$ cat config.mk
export PLATFORM = sky130hd
export DESIGN_NAME = count_monitor
export DESIGN_NICKNAME = d
export VERILOG_FILES = /design/src/rtl/count_monitor.sv
export SDC_FILE = /design/constraint.sdc
export NUM_CORES = 1
export LEC_CHECK = 0
export ABC_CLOCK_PERIOD_IN_PS = 1830
export BUFFER_PORTS_ARGS = -buffer_cell sky130_fd_sc_hd__buf_2
export CORE_UTILIZATION = 41
export CTS_CLUSTER_SIZE = 16
export DETAILED_ROUTE_END_ITERATION = 8
export HOLD_SLACK_MARGIN = 0.03
export PLACE_DENSITY_LB_ADDON = 0.05
export SYNTH_ARGS = -nofsm -noshare
export SYNTH_HDL_FRONTEND = slang
export SYNTH_SLANG_ARGS = --single-unit
$ cat constraint.sdc
create_clock -name clk -period 1.83 [get_ports clk]
set_input_delay 0.2745 -clock clk [delete_from_list [all_inputs] [get_ports clk]]
set_output_delay 0.2745 -clock clk [all_outputs]
set_load 0.02 [all_outputs]
$ cat src/rtl/count_monitor.sv
// Sequence monitor for a modulo-N counter: locks after LOCK_LEN correct increments, flags breaks.
// Optional macro COUNT_MONITOR_ERRCNT_EN enables the saturating 8-bit violation counter on err_cnt.
module count_monitor #(
   parameter int N        = 9,
   parameter int DWIDTH   = 4,
   parameter int LOCK_LEN = 3
) (
   input  logic              clk,
   input  logic              rst,
   input  logic              sample_en,
   input  logic [DWIDTH-1:0] data_in,
   output logic              locked,
   output logic              err,
   output logic [7:0]        err_cnt,
   output logic [DWIDTH-1:0] expected
);

   typedef enum logic [1:0] {IDLE, ACQUIRE, LOCKED} state_t;

   // One extra bit so N == 2**DWIDTH still compares correctly.
   localparam logic [DWIDTH:0]   N_W  = (DWIDTH+1)'(N);
   localparam logic [DWIDTH-1:0] LAST = DWIDTH'(N-1);
   localparam logic [3:0]        LOCK = 4'(LOCK_LEN);

   state_t            state, state_nxt;
   logic [DWIDTH-1:0] prev, exp_val;
   logic [3:0]        match_cnt;
   logic              in_range, match, viol;

   assign in_range = {1'b0, data_in} < N_W;
   assign exp_val  = (prev == LAST) ? '0 : prev + 1'b1;
   assign match    = in_range && (data_in == exp_val);

   // Outputs derive only from registers.
   assign locked   = (state == LOCKED);
   assign expected = (state == IDLE) ? '0 : exp_val;

   always_ff @(posedge clk) begin
      if (rst) state <= IDLE;
      else     state <= state_nxt;
   end

   always_comb begin
      state_nxt = state;
      viol      = 1'b0;
      if (sample_en) begin
         case (state)
            IDLE:    if (in_range) state_nxt = ACQUIRE;
            ACQUIRE: begin
               if (!in_range)                              state_nxt = IDLE;
               else if (match && (match_cnt + 4'd1 == LOCK)) state_nxt = LOCKED;
            end
            LOCKED:  if (!match) begin
               viol      = 1'b1;
               state_nxt = in_range ? ACQUIRE : IDLE;
            end
            default: state_nxt = IDLE;
         endcase
      end
   end

   always_ff @(posedge clk) begin
      if (rst) begin
         prev      <= '0;
         match_cnt <= '0;
         err       <= 1'b0;
      end else begin
         err <= viol;
         // Every in-range sample becomes the new reference, match or not.
         if (sample_en && in_range) prev <= data_in;
         if (sample_en) begin
            case (state)
               IDLE:    match_cnt <= '0;
               ACQUIRE: match_cnt <= match ? match_cnt + 4'd1 : '0;
               LOCKED:  if (!match) match_cnt <= '0;
               default: match_cnt <= '0;
            endcase
         end
      end
   end

`ifdef COUNT_MONITOR_ERRCNT_EN
   logic [7:0] err_cnt_q;
   always_ff @(posedge clk) begin
      if (rst)                               err_cnt_q <= '0;
      else if (viol && (err_cnt_q != 8'hFF)) err_cnt_q <= err_cnt_q + 8'd1;
   end
   assign err_cnt = err_cnt_q;
`else
   assign err_cnt = '0;
`endif

endmodule

==> impl.org, run 1 <==
** Finish
- Relative to the synthesized area, the layout overhead comes to 24.8%.
- Total non-filler cell area in the finished layout :: 0.00115 mm2
- Total Nets Final :: 152
- Leaving out filler cells and counting taps, the final layout contains 167.
- Fraction of final layout cells sized beyond drive strength 1 :: 31.4%
- The number of antenna diodes in the final layout is 0.
- The filler cells instantiated in the layout total 202.
- Final core utilization :: 56.4%

** Yosys
- The cell area that synthesis handed to floorplanning was 923 um2.
- EDFF count, synth :: 0
- For this run, the number of Yosys warnings is 0.
- In the synthesized netlist, the number of instances is 117.
- Mean cell area of the mapped netlist :: 7.89 um2
- After synthesis the netlist holds a flip-flop and latch count of 11.
- Ranked by total cell area, the synthesized netlist is headed by sky130_fd_sc_hd__dfxtp_1 24%, sky130_fd_sc_hd__buf_4 6.5%, sky130_fd_sc_hd__ha_1 5.4%.
- Count leader, synth :: sky130_fd_sc_hd__nor2_1
- Proportion of netlist area held by the largest area contributor :: 23.8%
- Summed over all instances, the cell type with the most area after synthesis is sky130_fd_sc_hd__dfxtp_1.
- After synthesis, flip-flops and latches occupy 23.8% of the total area.
- Most frequent cells after synthesis :: 13 x sky130_fd_sc_hd__nor2_1, 11 x sky130_fd_sc_hd__dfxtp_1, 9 x sky130_fd_sc_hd__nand2_1, 8 x sky130_fd_sc_hd__buf_4, 5 x sky130_fd_sc_hd__nor3_1
- In this run, distinct cell masters in the synthesized netlist total 41.
- Among all flip-flop cells after synthesis, the most frequent one is sky130_fd_sc_hd__dfxtp_1.
- Synth async-reset ratio :: 0%

** Route
- Dividing the detail-routed wire length by the instance count gives 12.8 um.
- Remaining routing DRC violations :: 0
- Count of routing violations after the opening detailed-route iteration :: 38
- Detailed-route wire length :: 2140 um
- Number of vias in the routed layout :: 910
- Using the TritonRoute via totals, the vias-per-cell ratio works out to 5.45.
- Antenna Nets Post-Route :: 0
- First-pass iteration count of the detailed router :: 4

** Timing
- Clock skew on the completed layout was measured at 0.000442 ns.
- Hold timing on the final database bottoms out at a slack of 0.324 ns.
- Setup violation total in the final timing report :: 5
- The final critical path takes up 102% of the cycle.
- Setup slack on the critical path of the routed design comes to -0.0407 ns.
- Setup repair after global routing could not meet its margin everywhere.
- Final number of max-transition violations :: 0
- Minimum period implied by the final worst setup slack :: 1.87 ns
- Fmax achieved :: 535 MHz
- The final hold violation count is 0.
- Sum Neg Setup Slack :: -0.121 ns

** GRT
- Combined global-route utilization of all metal layers :: 19.3%
- Summed over all layers, the global routing overflow is 0.
- Entering global routing, the biggest net connects 13 pins.
- The first global-routing pass estimated 3680 um of wire.
- Number of global-route vias before repair :: 853
- Number of antenna violations at the first check in global routing :: 0

** Floorplan
- The floorplan has 16 rows.
- Pin placement for this block handled 21 I/O pins.
- From left edge to right edge, the die measures 49.5 um.
- Initial core utilization :: 45.2%
- Placeable core region :: 0.00204 mm2
- Die outline area :: 0.00245 mm2
- The floorplan step set the die height to 49.5 um.

** Critical path
- At the worst endpoint, the required time is 1.56 ns.
- The worst setup path is launched from a register.
- Setup crit end kind :: output pin
- Data arrival time at the worst-slack endpoint :: 1.60 ns
- Largest fanout on the critical path :: 4
- WS Path Type :: register to output pin

** Power and ir drop
- Power density over the cells :: 502 mW/mm2
- VDD sags by at most 0.275 mV.
- Lkg Pwr :: 0.476 nW
- Total power draw :: 579 uW

** Placed design
- The placed instances occupy a cell area of 0.00106 mm2.
- Before CTS, the worst setup slack after placement is -0.0905 ns.
- The HPWL after detailed placement is 1600 um.
- At the end of routability-driven placement, the weighted congestion stood at 0.776.
- In this run the tool buffered the top-level ports with 12 buffer cells.
- Count of placed standard cells including taps :: 162

** Clock tree
- Number of sinks handled by clock tree synthesis :: 11
- TritonCTS created 3 clock buffers.
- Number of levels the H-tree was split into :: 1
- Clock tree from TritonCTS :: done
- For the worst-skew pair, the clock arrives at the later sink with an insertion delay of 0.26 ns.
- Number of buffers on the longest clock path :: 2
- The tree is rooted in a sky130_fd_sc_hd__clkbuf_4.
- After clock tree synthesis, the clock-pin slew on the worst setup and hold paths is 0.07 ns.

** Worst hold path
- The tightest min-delay check is of the input pin to register type.

** Job
- Max Cap Viol :: 0

** Outcome
- Run status :: finished, violations left
- Violations in the final reports :: setup timing
## where the power goes
part	total, mW	switching (mW)	internal (mW)
Sequential	0.256	0.0107	0.246
Clock	0.166	0.0818	0.0842
Combinational	0.156	0.0918	0.0646
Total	0.579	0.184	0.395
## routing by layer
layer	wire [um]	vias to the layer above	part of all wire [%]	global-route usage, %
li1	-	453	-	-
met1	946	422	44	23.3
met2	1070	31	50	34.0
met3	92	4	4.3	1.85
met4	31	0	1.4	9.52
met5	0	-	0	0
## state kept, by name (all words and copies together) (netlist names)
name,flops
match_cnt,4
err,1
prev,4
state,2
## critical path, stage by stage (launching register included)
cell	delay (ns)
sky130_fd_sc_hd__dfxtp_4	0.36
sky130_fd_sc_hd__inv_2	0.04
sky130_fd_sc_hd__ha_4	0.17
sky130_fd_sc_hd__or2b_1	0.25
sky130_fd_sc_hd__buf_6	0.13
sky130_fd_sc_hd__o21a_1	0.15
sky130_fd_sc_hd__nor2_1	0.08
sky130_fd_sc_hd__buf_4	0.14
## placed cells by master (no fill, tap or decap), types with 3 or more instances in the layout
| cell type | n |
|---|---|
| sky130_fd_sc_hd__nand4_1 | 3 |
| sky130_fd_sc_hd__a31oi_1 | 3 |
| sky130_fd_sc_hd__buf_2 | 10 |
| sky130_fd_sc_hd__nor3_1 | 5 |
| sky130_fd_sc_hd__clkbuf_4 | 3 |
| sky130_fd_sc_hd__o211ai_1 | 3 |
| sky130_fd_sc_hd__a21oi_1 | 3 |
| sky130_fd_sc_hd__mux2i_1 | 3 |
| sky130_fd_sc_hd__nor2_1 | 12 |
| sky130_fd_sc_hd__nor2b_1 | 3 |
| sky130_fd_sc_hd__nand3_1 | 4 |
| sky130_fd_sc_hd__dfxtp_1 | 8 |
| sky130_fd_sc_hd__nand2_1 | 9 |
| sky130_fd_sc_hd__buf_4 | 10 |
| sky130_fd_sc_hd__ha_1 | 3 |
| sky130_fd_sc_hd__o21ai_0 | 3 |
| sky130_fd_sc_hd__conb_1 | 8 |
| sky130_fd_sc_hd__buf_6 | 3 |
| sky130_fd_sc_hd__nand2b_1 | 4 |
## what timing repair did
| action | in CTS | in global routing |
|---|---|---|
| pin swaps | 11 | 3 |
| setup buffers | 1 | 0 |
| gates resized for setup | 12 | 4 |
| hold buffers | 0 | 0 |
| setup endpoints to repair | 8 | 9 |
## layout make-up
cell class / count / area, um2 / area share [%]
Inverter: 5 / 18.8 / 1.63
Sequential cell: 11 / 226 / 19.7
Multi-Input combinational cell: 97 / 688 / 59.7
Clock buffer: 4 / 26.3 / 2.28
Timing Repair Buffer: 23 / 159 / 13.8
Tap cell: 27 / 33.8 / 2.93
## worst paths after layout
kind                                 start           end  slack [ns]  depth (start not counted)
worst max-delay path               prev[0]   expected[3]       -0.04                          7
worst min register to register     prev[3]       prev[3]        0.54                          2
worst max register to register     prev[0]  match_cnt[2]       -0.02                          7
worst min-delay path            data_in[1]       prev[1]        0.32                          3
## cells by family (layout without fill, tap and decap cells)
group / after synthesis / count (layout) / share of synthesized area, %
adders and majority gates: 4 / 4 / 5.42
xor gates and xnor gates: 2 / 2 / 1.90
other: 1 / 8 / 0.406
buffers and inverters: 16 / 32 / 9.76
muxes: 4 / 4 / 4.47
AOI/OAI and AO/OA: 28 / 28 / 24.5
DFF: 11 / 11 / 23.8
and+or+nand+nor: 51 / 51 / 29.7
Power figures use the tool's default switching activity.
==> run 2, diff against run 1 <==
--- a/config.mk
+++ b/config.mk
@@ -7,11 +7,12 @@
 export LEC_CHECK = 0
 export ABC_CLOCK_PERIOD_IN_PS = 1830
 export BUFFER_PORTS_ARGS = -buffer_cell sky130_fd_sc_hd__buf_2
-export CORE_UTILIZATION = 41
+export CORE_UTILIZATION = 30
 export CTS_CLUSTER_SIZE = 16
 export DETAILED_ROUTE_END_ITERATION = 8
 export HOLD_SLACK_MARGIN = 0.03
-export PLACE_DENSITY_LB_ADDON = 0.05
+export PLACE_DENSITY = 0.63
+export SKIP_CTS_REPAIR_TIMING = 1
 export SYNTH_ARGS = -nofsm -noshare
 export SYNTH_HDL_FRONTEND = slang
 export SYNTH_SLANG_ARGS = --single-unit
==> impl.org, run 2 (same netlist as run 1, synthesis figures left out) <==
** Outcome
- Run status :: finished, violations left (unchanged)
- Violations in the final reports: DRC, setup timing (was setup timing).

** Clock tree
- Clock insertion delay at the later pin of the skew report :: 0.27 ns (was 0.26 ns)
- Clock tree from TritonCTS :: done (unchanged)
- The root buffer cell is sky130_fd_sc_hd__clkbuf_4 (unchanged).
- The number of buffers created by CTS is 3 (unchanged).
- The number of buffers on the longest clock path came to 2 (unchanged).
- The count of H-tree levels built during CTS was 1 (unchanged).
- The number of clock sinks was 11 (unchanged).
- The clock-pin slew reported for the worst setup and hold paths after clock tree synthesis was 0.07 ns (about the same).

** Critical path
- The count of buffering cells on the critical path with inverters included came to 3 (unchanged).
- Nature of the critical path startpoint :: register (unchanged)
- The delay contributed by the slowest stage of the critical path was 0.37 ns (was 0.36 ns).
- WS Path Type :: register to output pin (unchanged)
- Setup crit end kind :: output pin (unchanged)
- The data required time of the critical path came to 1.56 ns (about the same).
- Worst R2R Setup Slack :: -0.02 ns (about the same)
- Worst-path cell chain :: inv_2 > ha_4 > or2b_1 > buf_6 > o21a_1 > nor2_1 > buf_4 (unchanged)
- The cell family contributing the most delay on the critical path is flip-flops (unchanged).
- Data arrival time at the worst-slack endpoint :: 1.61 ns (was 1.60 ns)
- Largest fanout on the critical path :: 4 (unchanged)
- Master of the slowest instance on the critical path :: sky130_fd_sc_hd__dfxtp_4 (unchanged)

** Placed design
- The count of port buffers added during placement was 12 (unchanged).
- Placed wire-length estimate after detailed placement :: 1530 um (was 1600 um)
- Last weighted congestion value of the routability-driven placer :: 0.880 (was 0.776)

** Power and ir drop
- The largest voltage drop on the vdd net was 0.171 mV (was 0.275 mV).
- The leakage power summed over all cells came to 0.482 nW (was 0.476 nW).
- The overall power was 599 uW (was 579 uW).
- The power density relative to cell area was 499 mW/mm2 (was 502 mW/mm2).

** GRT
- The number of global-route vias before repair came to 782 (was 853).
- Pin count of the biggest net entering global routing :: 13 (unchanged)
- Wire length of the first global-routing pass :: 3540 um (was 3680 um)
- Combined global-route utilization of all metal layers :: 13.7% (was 19.3%)
- Number of antenna violations at the first check in global routing :: 0 (unchanged)
- The total grt overflow was 0 (unchanged).

** Floorplan
- The total number of placement rows is 19 (was 16).
- Number of ports placed on the die boundary :: 21 (unchanged)
- Die outline area :: 0.00330 mm2 (was 0.00245 mm2)
- Placeable core region :: 0.00283 mm2 (was 0.00204 mm2)
- The die outline width is 57.5 um (was 49.5 um).
- The effective utilization at floorplan came to 32.6% (was 45.2%).
- Die height :: 57.5 um (was 49.5 um)

** Route
- Antenna Nets Post-Route :: 0 (unchanged)
- First-pass iteration count of the detailed router :: 8 (was 4)
- The average wire per standard cell came to 13.7 um (was 12.8 um).
- The starting DRC count in detailed routing came to 40 (was 38).
- The detailed-route DRC error count is 1 (was 0).
- Number of vias in the routed layout :: 935 (was 910)
- The final routed wirelength across all metal layers came to 2340 um (was 2140 um).
- The mean number of vias per cell was 5.47 (was 5.45).

** Timing
- Largest clock skew in the final design :: 0.00207 ns (was 0.000442 ns)
- Tcrit/Tclk final :: 103% (was 102%)
- Fmax achieved :: 530 MHz (was 535 MHz)
- Setup repair after global routing missed its margin: yes (unchanged).
- Total count of hold-check failures in the final report :: 0 (unchanged)
- Final number of max-transition violations :: 0 (unchanged)
- Relative slew slack :: 65.8%
- Setup violation total in the final timing report :: 6 (was 5)
- The worst hold margin is 0.317 ns (was 0.324 ns).
- Worst Slack Setup Final :: -0.0582 ns (was -0.0407 ns)
- At the pin with the least slew margin, the transition time is 0.512 ns.
- Minimum period implied by the final worst setup slack :: 1.89 ns (was 1.87 ns)

** Finish
- Most common cell after layout, fill and taps aside :: sky130_fd_sc_hd__nor2_1 (unchanged)
- The layout cell share with drive strength beyond 1 came to 30.7% (was 31.4%).
- Area growth from synthesis to layout :: 30.1% (was 24.8%)
- Highest-count cells in the layout ignoring fill and taps :: 12 x sky130_fd_sc_hd__nor2_1, 10 x sky130_fd_sc_hd__buf_2, 10 x sky130_fd_sc_hd__buf_4 (unchanged)
- Total Nets Final :: 152 (unchanged)
- The count of inserted antenna diode cells came to 0 (unchanged).
- Largest registers in the final layout :: match_cnt x4, prev x4, state x2 (unchanged)
- Final core utilization :: 42.5% (was 56.4%)

** Job
- Max Cap Viol :: 0 (unchanged)

** Worst hold path
- The class of the worst hold path is input pin to register (unchanged).
[run 2: layer usage]
layer | wire [um] | track usage (%) | vias up
li1 | - | - | 456
met1 | 1040 | 18.4 | 434
met2 | 1130 | 20.8 | 35
met3 | 90 | 3.40 | 10
met4 | 81 | 6.27 | 0
met5 | 0 | 0 | -
[run 2: path summary, 6_finish.rpt]
check,startpoint,endpoint,depth (start not counted)
hold / removal,rst,prev[0],2
hold reg to reg,prev[3],prev[3],2
setup / recovery,prev[0],expected[3],7
setup reg to reg,prev[0],match_cnt[1],8
[run 2: area by class of cell]
type	count	area (um2)
tap	31	38.8
fill	272	1630
inverter	5	18.8
multi-input combinational	98	744
clock buffer	4	26.3
sequential	11	225
timing repair buffer	22	148
[run 2: worst reg2reg max path, stage by stage (launching register included)]
cell and delay [ns]:
sky130_fd_sc_hd__dfxtp_4 0.37, sky130_fd_sc_hd__inv_2 0.04, sky130_fd_sc_hd__ha_4 0.17, sky130_fd_sc_hd__or2b_1 0.25
sky130_fd_sc_hd__a21o_1 0.19, sky130_fd_sc_hd__a311oi_4 0.32, sky130_fd_sc_hd__buf_6 0.18, sky130_fd_sc_hd__nand3_1 0.10
sky130_fd_sc_hd__a31oi_1 0.17
[run 2: metrics by stage]
| stage | cells | area [um2] | setup TNS, ns | setup WS, ns |
|---|---|---|---|---|
| final | 171 | 1200 | -0.116 | -0.0582 |
| after global routing | 171 | 1200 | -0.746 | -0.129 |
| after detailed placement | 162 | 1040 | -0.340 | -0.0830 |
| after floorplan | 124 | 965 | 0 | 0.00712 |
| after global placement | 162 | 1040 | -0.0975 | -0.0453 |
| after CTS | 166 | 1060 | -0.563 | -0.120 |
[run 2: power by group]
group	internal (mW)	switching [mW]
registers	0.245	0.0103
clock network	0.0846	0.0870
logic	0.0693	0.102
total	0.399	0.200
==> run 3, diff against run 2 <==
--- a/config.mk
+++ b/config.mk
@@ -12,6 +12,7 @@
 export DETAILED_ROUTE_END_ITERATION = 8
 export HOLD_SLACK_MARGIN = 0.03
 export PLACE_DENSITY = 0.63
+export RECOVER_POWER = 25
 export SKIP_CTS_REPAIR_TIMING = 1
 export SYNTH_ARGS = -nofsm -noshare
 export SYNTH_HDL_FRONTEND = slang
==> impl.org, run 3 (same netlist as run 1, synthesis figures left out) <==
** Finish
- The synthesis-to-finish area growth came to 29.8% (was 30.1%).
- The area used by sequential logic in the layout came to 225 um2 (unchanged).
- Highest-count cells in the layout ignoring fill and taps :: 12 x sky130_fd_sc_hd__nor2_1, 10 x sky130_fd_sc_hd__buf_4, 9 x sky130_fd_sc_hd__dfxtp_1 (was 12 x sky130_fd_sc_hd__nor2_1, 10 x sky130_fd_sc_hd__buf_2, 10 x sky130_fd_sc_hd__buf_4)
- The post-route standard cell area excluding fillers is 0.00120 mm2 (about the same).
- Largest registers in the final layout: match_cnt x4, prev x4, state x2 (unchanged).
- The count of filler cells inserted in the layout is 273 (was 272).
- Final core utilization :: 42.4% (was 42.5%)
- Fraction of final layout cells sized beyond drive strength 1 :: 29.3% (was 30.7%)
- The most frequent standard cell in the layout excluding fill and tap cells is sky130_fd_sc_hd__nor2_1 (unchanged).
- Finished Layout Cells :: 171 (unchanged)
- Total Nets Final :: 152 (unchanged)
- Combined area of the multi-input logic cells :: 744 um2 (unchanged)
- Number of inserted diodes :: 0 (unchanged)

** Route
- Detailed-route vias per instance :: 5.47 (unchanged)
- Remaining routing DRC violations :: 1 (unchanged)
- First-pass iteration count of the detailed router :: 8 (unchanged)
- Antenna Nets Post-Route :: 0 (unchanged)
- The count of vias placed by the detailed router was 935 (unchanged).
- The starting DRC count in detailed routing came to 40 (unchanged).
- Final routed wire length divided by cell count :: 13.7 um (about the same)
- The final routed wirelength across all metal layers came to 2340 um (about the same).

** Clock tree
- Clock transition at the registers of the reported paths :: 0.07 ns (about the same)
- Number of sinks handled by clock tree synthesis :: 11 (unchanged)
- The clock insertion delay at the later pin of the skew report is 0.27 ns (about the same).
- The root buffer cell is sky130_fd_sc_hd__clkbuf_4 (unchanged).
- The number of buffers on the longest clock path was 2 (unchanged).
- The clock tree from TritonCTS is done (unchanged).
- The number of buffers created by CTS came to 3 (unchanged).
- The count of H-tree levels built during CTS was 1 (unchanged).

** Timing
- Relative slew slack :: 65.8% (unchanged)
- Fmax achieved :: 530 MHz (unchanged)
- The share of the cycle needed by the critical path after routing came to 103% (unchanged).
- The number of endpoints failing setup at the final stage was 6 (unchanged).
- Total count of hold-check failures in the final report :: 0 (unchanged)
- Final number of max-transition violations :: 0 (unchanged)
- The worst setup skew after layout came to 0.00207 ns (unchanged).
- Minimum period implied by the final worst setup slack :: 1.89 ns (unchanged)
- The smallest setup slack after layout was -0.0582 ns (unchanged).
- The sum of negative setup slack was -0.116 ns (unchanged).
- The slew at the pin closest to its max-slew limit came to 0.512 ns (unchanged).
- Setup repair after global routing missed its margin :: yes (unchanged)
- The worst hold margin is 0.317 ns (about the same).

** Power and ir drop
- Power density over the cells :: 499 mW/mm2 (about the same)
- Part of the total power dissipated in the clock network :: 28.7% (was 28.6%)
- The fraction of power consumed by sequential logic came to 42.7% (about the same).
- The leakage power summed over all cells was 0.475 nW (was 0.482 nW).
- NetSw :: 200 uW (about the same)
- Total power draw :: 599 uW (about the same)
- Share of total power consumed by net switching :: 33.3% (about the same)
- The internal power of the cells is 399 uW (about the same).
- The combinational fraction of design power was 28.6% (was 28.7%).
- Maximum vdd drop :: 0.171 mV (about the same)

** GRT
- The global-route wire length before repair was 3540 um (unchanged).
- The combined global-route utilization of all metal layers came to 13.7% (unchanged).
- The total grt overflow was 0 (unchanged).
- The pin count of the biggest net entering global routing was 13 (unchanged).
- The number of antenna violations at the first check in global routing is 0 (unchanged).
- The number of global-route vias before repair was 782 (unchanged).

** Critical path
- Setup crit end kind :: output pin (unchanged)
- Largest fanout on the critical path :: 4 (unchanged)
- Nature of the critical path startpoint :: register (unchanged)
- The delay contributed by the slowest stage of the critical path was 0.37 ns (about the same).
- Worst Path Required :: 1.56 ns (about the same)
- The kind of critical path is register to output pin (unchanged).
- The data arrival at the endpoint of the critical path was 1.61 ns (about the same).
- The slowest cell on the critical path is sky130_fd_sc_hd__dfxtp_4 (unchanged).
- Dominant delay contributor by cell family on the critical path :: flip-flops (unchanged)
- The count of buffering cells on the critical path with inverters included is 3 (unchanged).
- Worst-path cell chain :: inv_2 > ha_4 > or2b_1 > buf_6 > o21a_1 > nor2_1 > buf_4 (unchanged)

** Floorplan
- Initial core utilization :: 32.6% (unchanged)
- The core outline area is 0.00283 mm2 (unchanged).
- Die height :: 57.5 um (unchanged)
- The total number of placement rows was 19 (unchanged).
- Die X-Extent :: 57.5 um (unchanged)
- Number of ports placed on the die boundary :: 21 (unchanged)
- Die outline area :: 0.00330 mm2 (unchanged)

** Placed design
- Placed cell area :: 0.00104 mm2 (unchanged)
- # port buffers :: 12 (unchanged)
- The placed wire-length estimate after detailed placement was 1530 um (unchanged).
- Last weighted congestion value of the routability-driven placer :: 0.880 (unchanged)
- Minimum setup slack after placement :: -0.0830 ns (unchanged)
- Count of placed standard cells including taps :: 162 (unchanged)

** Outcome
- Violations in the final reports :: DRC, setup timing (unchanged)
- Run status :: finished, violations left (unchanged)

** Job
- The count of max-cap constraint violations came to 0 (unchanged).

** Worst hold path
- Class of the most critical hold timing path :: input pin to register (unchanged)
-- run 3: cell types whose count changed in the layout (fill, tap and decap cells not counted) --
cell / delta
sky130_fd_sc_hd__buf_2: -2
sky130_fd_sc_hd__clkbuf_1: +2
-- run 3: power by group through the flow --
stage	Sequential, mW	Combinational, mW	Clock, mW
after floorplan	0.257	0.111	0
after global placement	0.260	0.135	0
after detailed placement	0.260	0.136	0
after CTS	0.255	0.136	0.173
after global routing	0.257	0.184	0.187
final	0.256	0.171	0.172
-- run 3: routing by layer --
| layer | GRT usage (%) | up-vias | routed length [um] |
|---|---|---|---|
| met3 | 3.40 | 10 | 91 |
| li1 | - | 456 | - |
| met4 | 6.27 | 0 | 81 |
| met1 | 18.4 | 434 | 1040 |
| met2 | 20.8 | 35 | 1130 |
| met5 | 0 | - | 0 |
-- run 3: final timing paths --
check | slack, ns | endpoint | depth (start not counted) | startpoint
min | 0.32 | prev[0] | 2 | rst
max reg2reg | -0.02 | match_cnt[1] | 8 | prev[0]
max | -0.06 | expected[3] | 7 | prev[0]
min reg2reg | 0.57 | prev[3] | 2 | prev[3]
-- run 3: layout make-up --
class,instances,share of cell area (%)
Clock buffer,4,2.19
Timing Repair Buffer,22,12.1
Sequential cell,11,18.8
Tap cell,31,3.24
Multi-Input combinational cell,98,62.1
Inverter,5,1.57
-- run 3: worst register-to-register path: stages (launching register included) --
cell	delay, ns
sky130_fd_sc_hd__dfxtp_4	0.37
sky130_fd_sc_hd__inv_2	0.04
sky130_fd_sc_hd__ha_4	0.17
sky130_fd_sc_hd__or2b_1	0.25
sky130_fd_sc_hd__a21o_1	0.19
sky130_fd_sc_hd__a311oi_4	0.32
sky130_fd_sc_hd__buf_6	0.18
sky130_fd_sc_hd__nand3_1	0.10
sky130_fd_sc_hd__a31oi_1	0.17
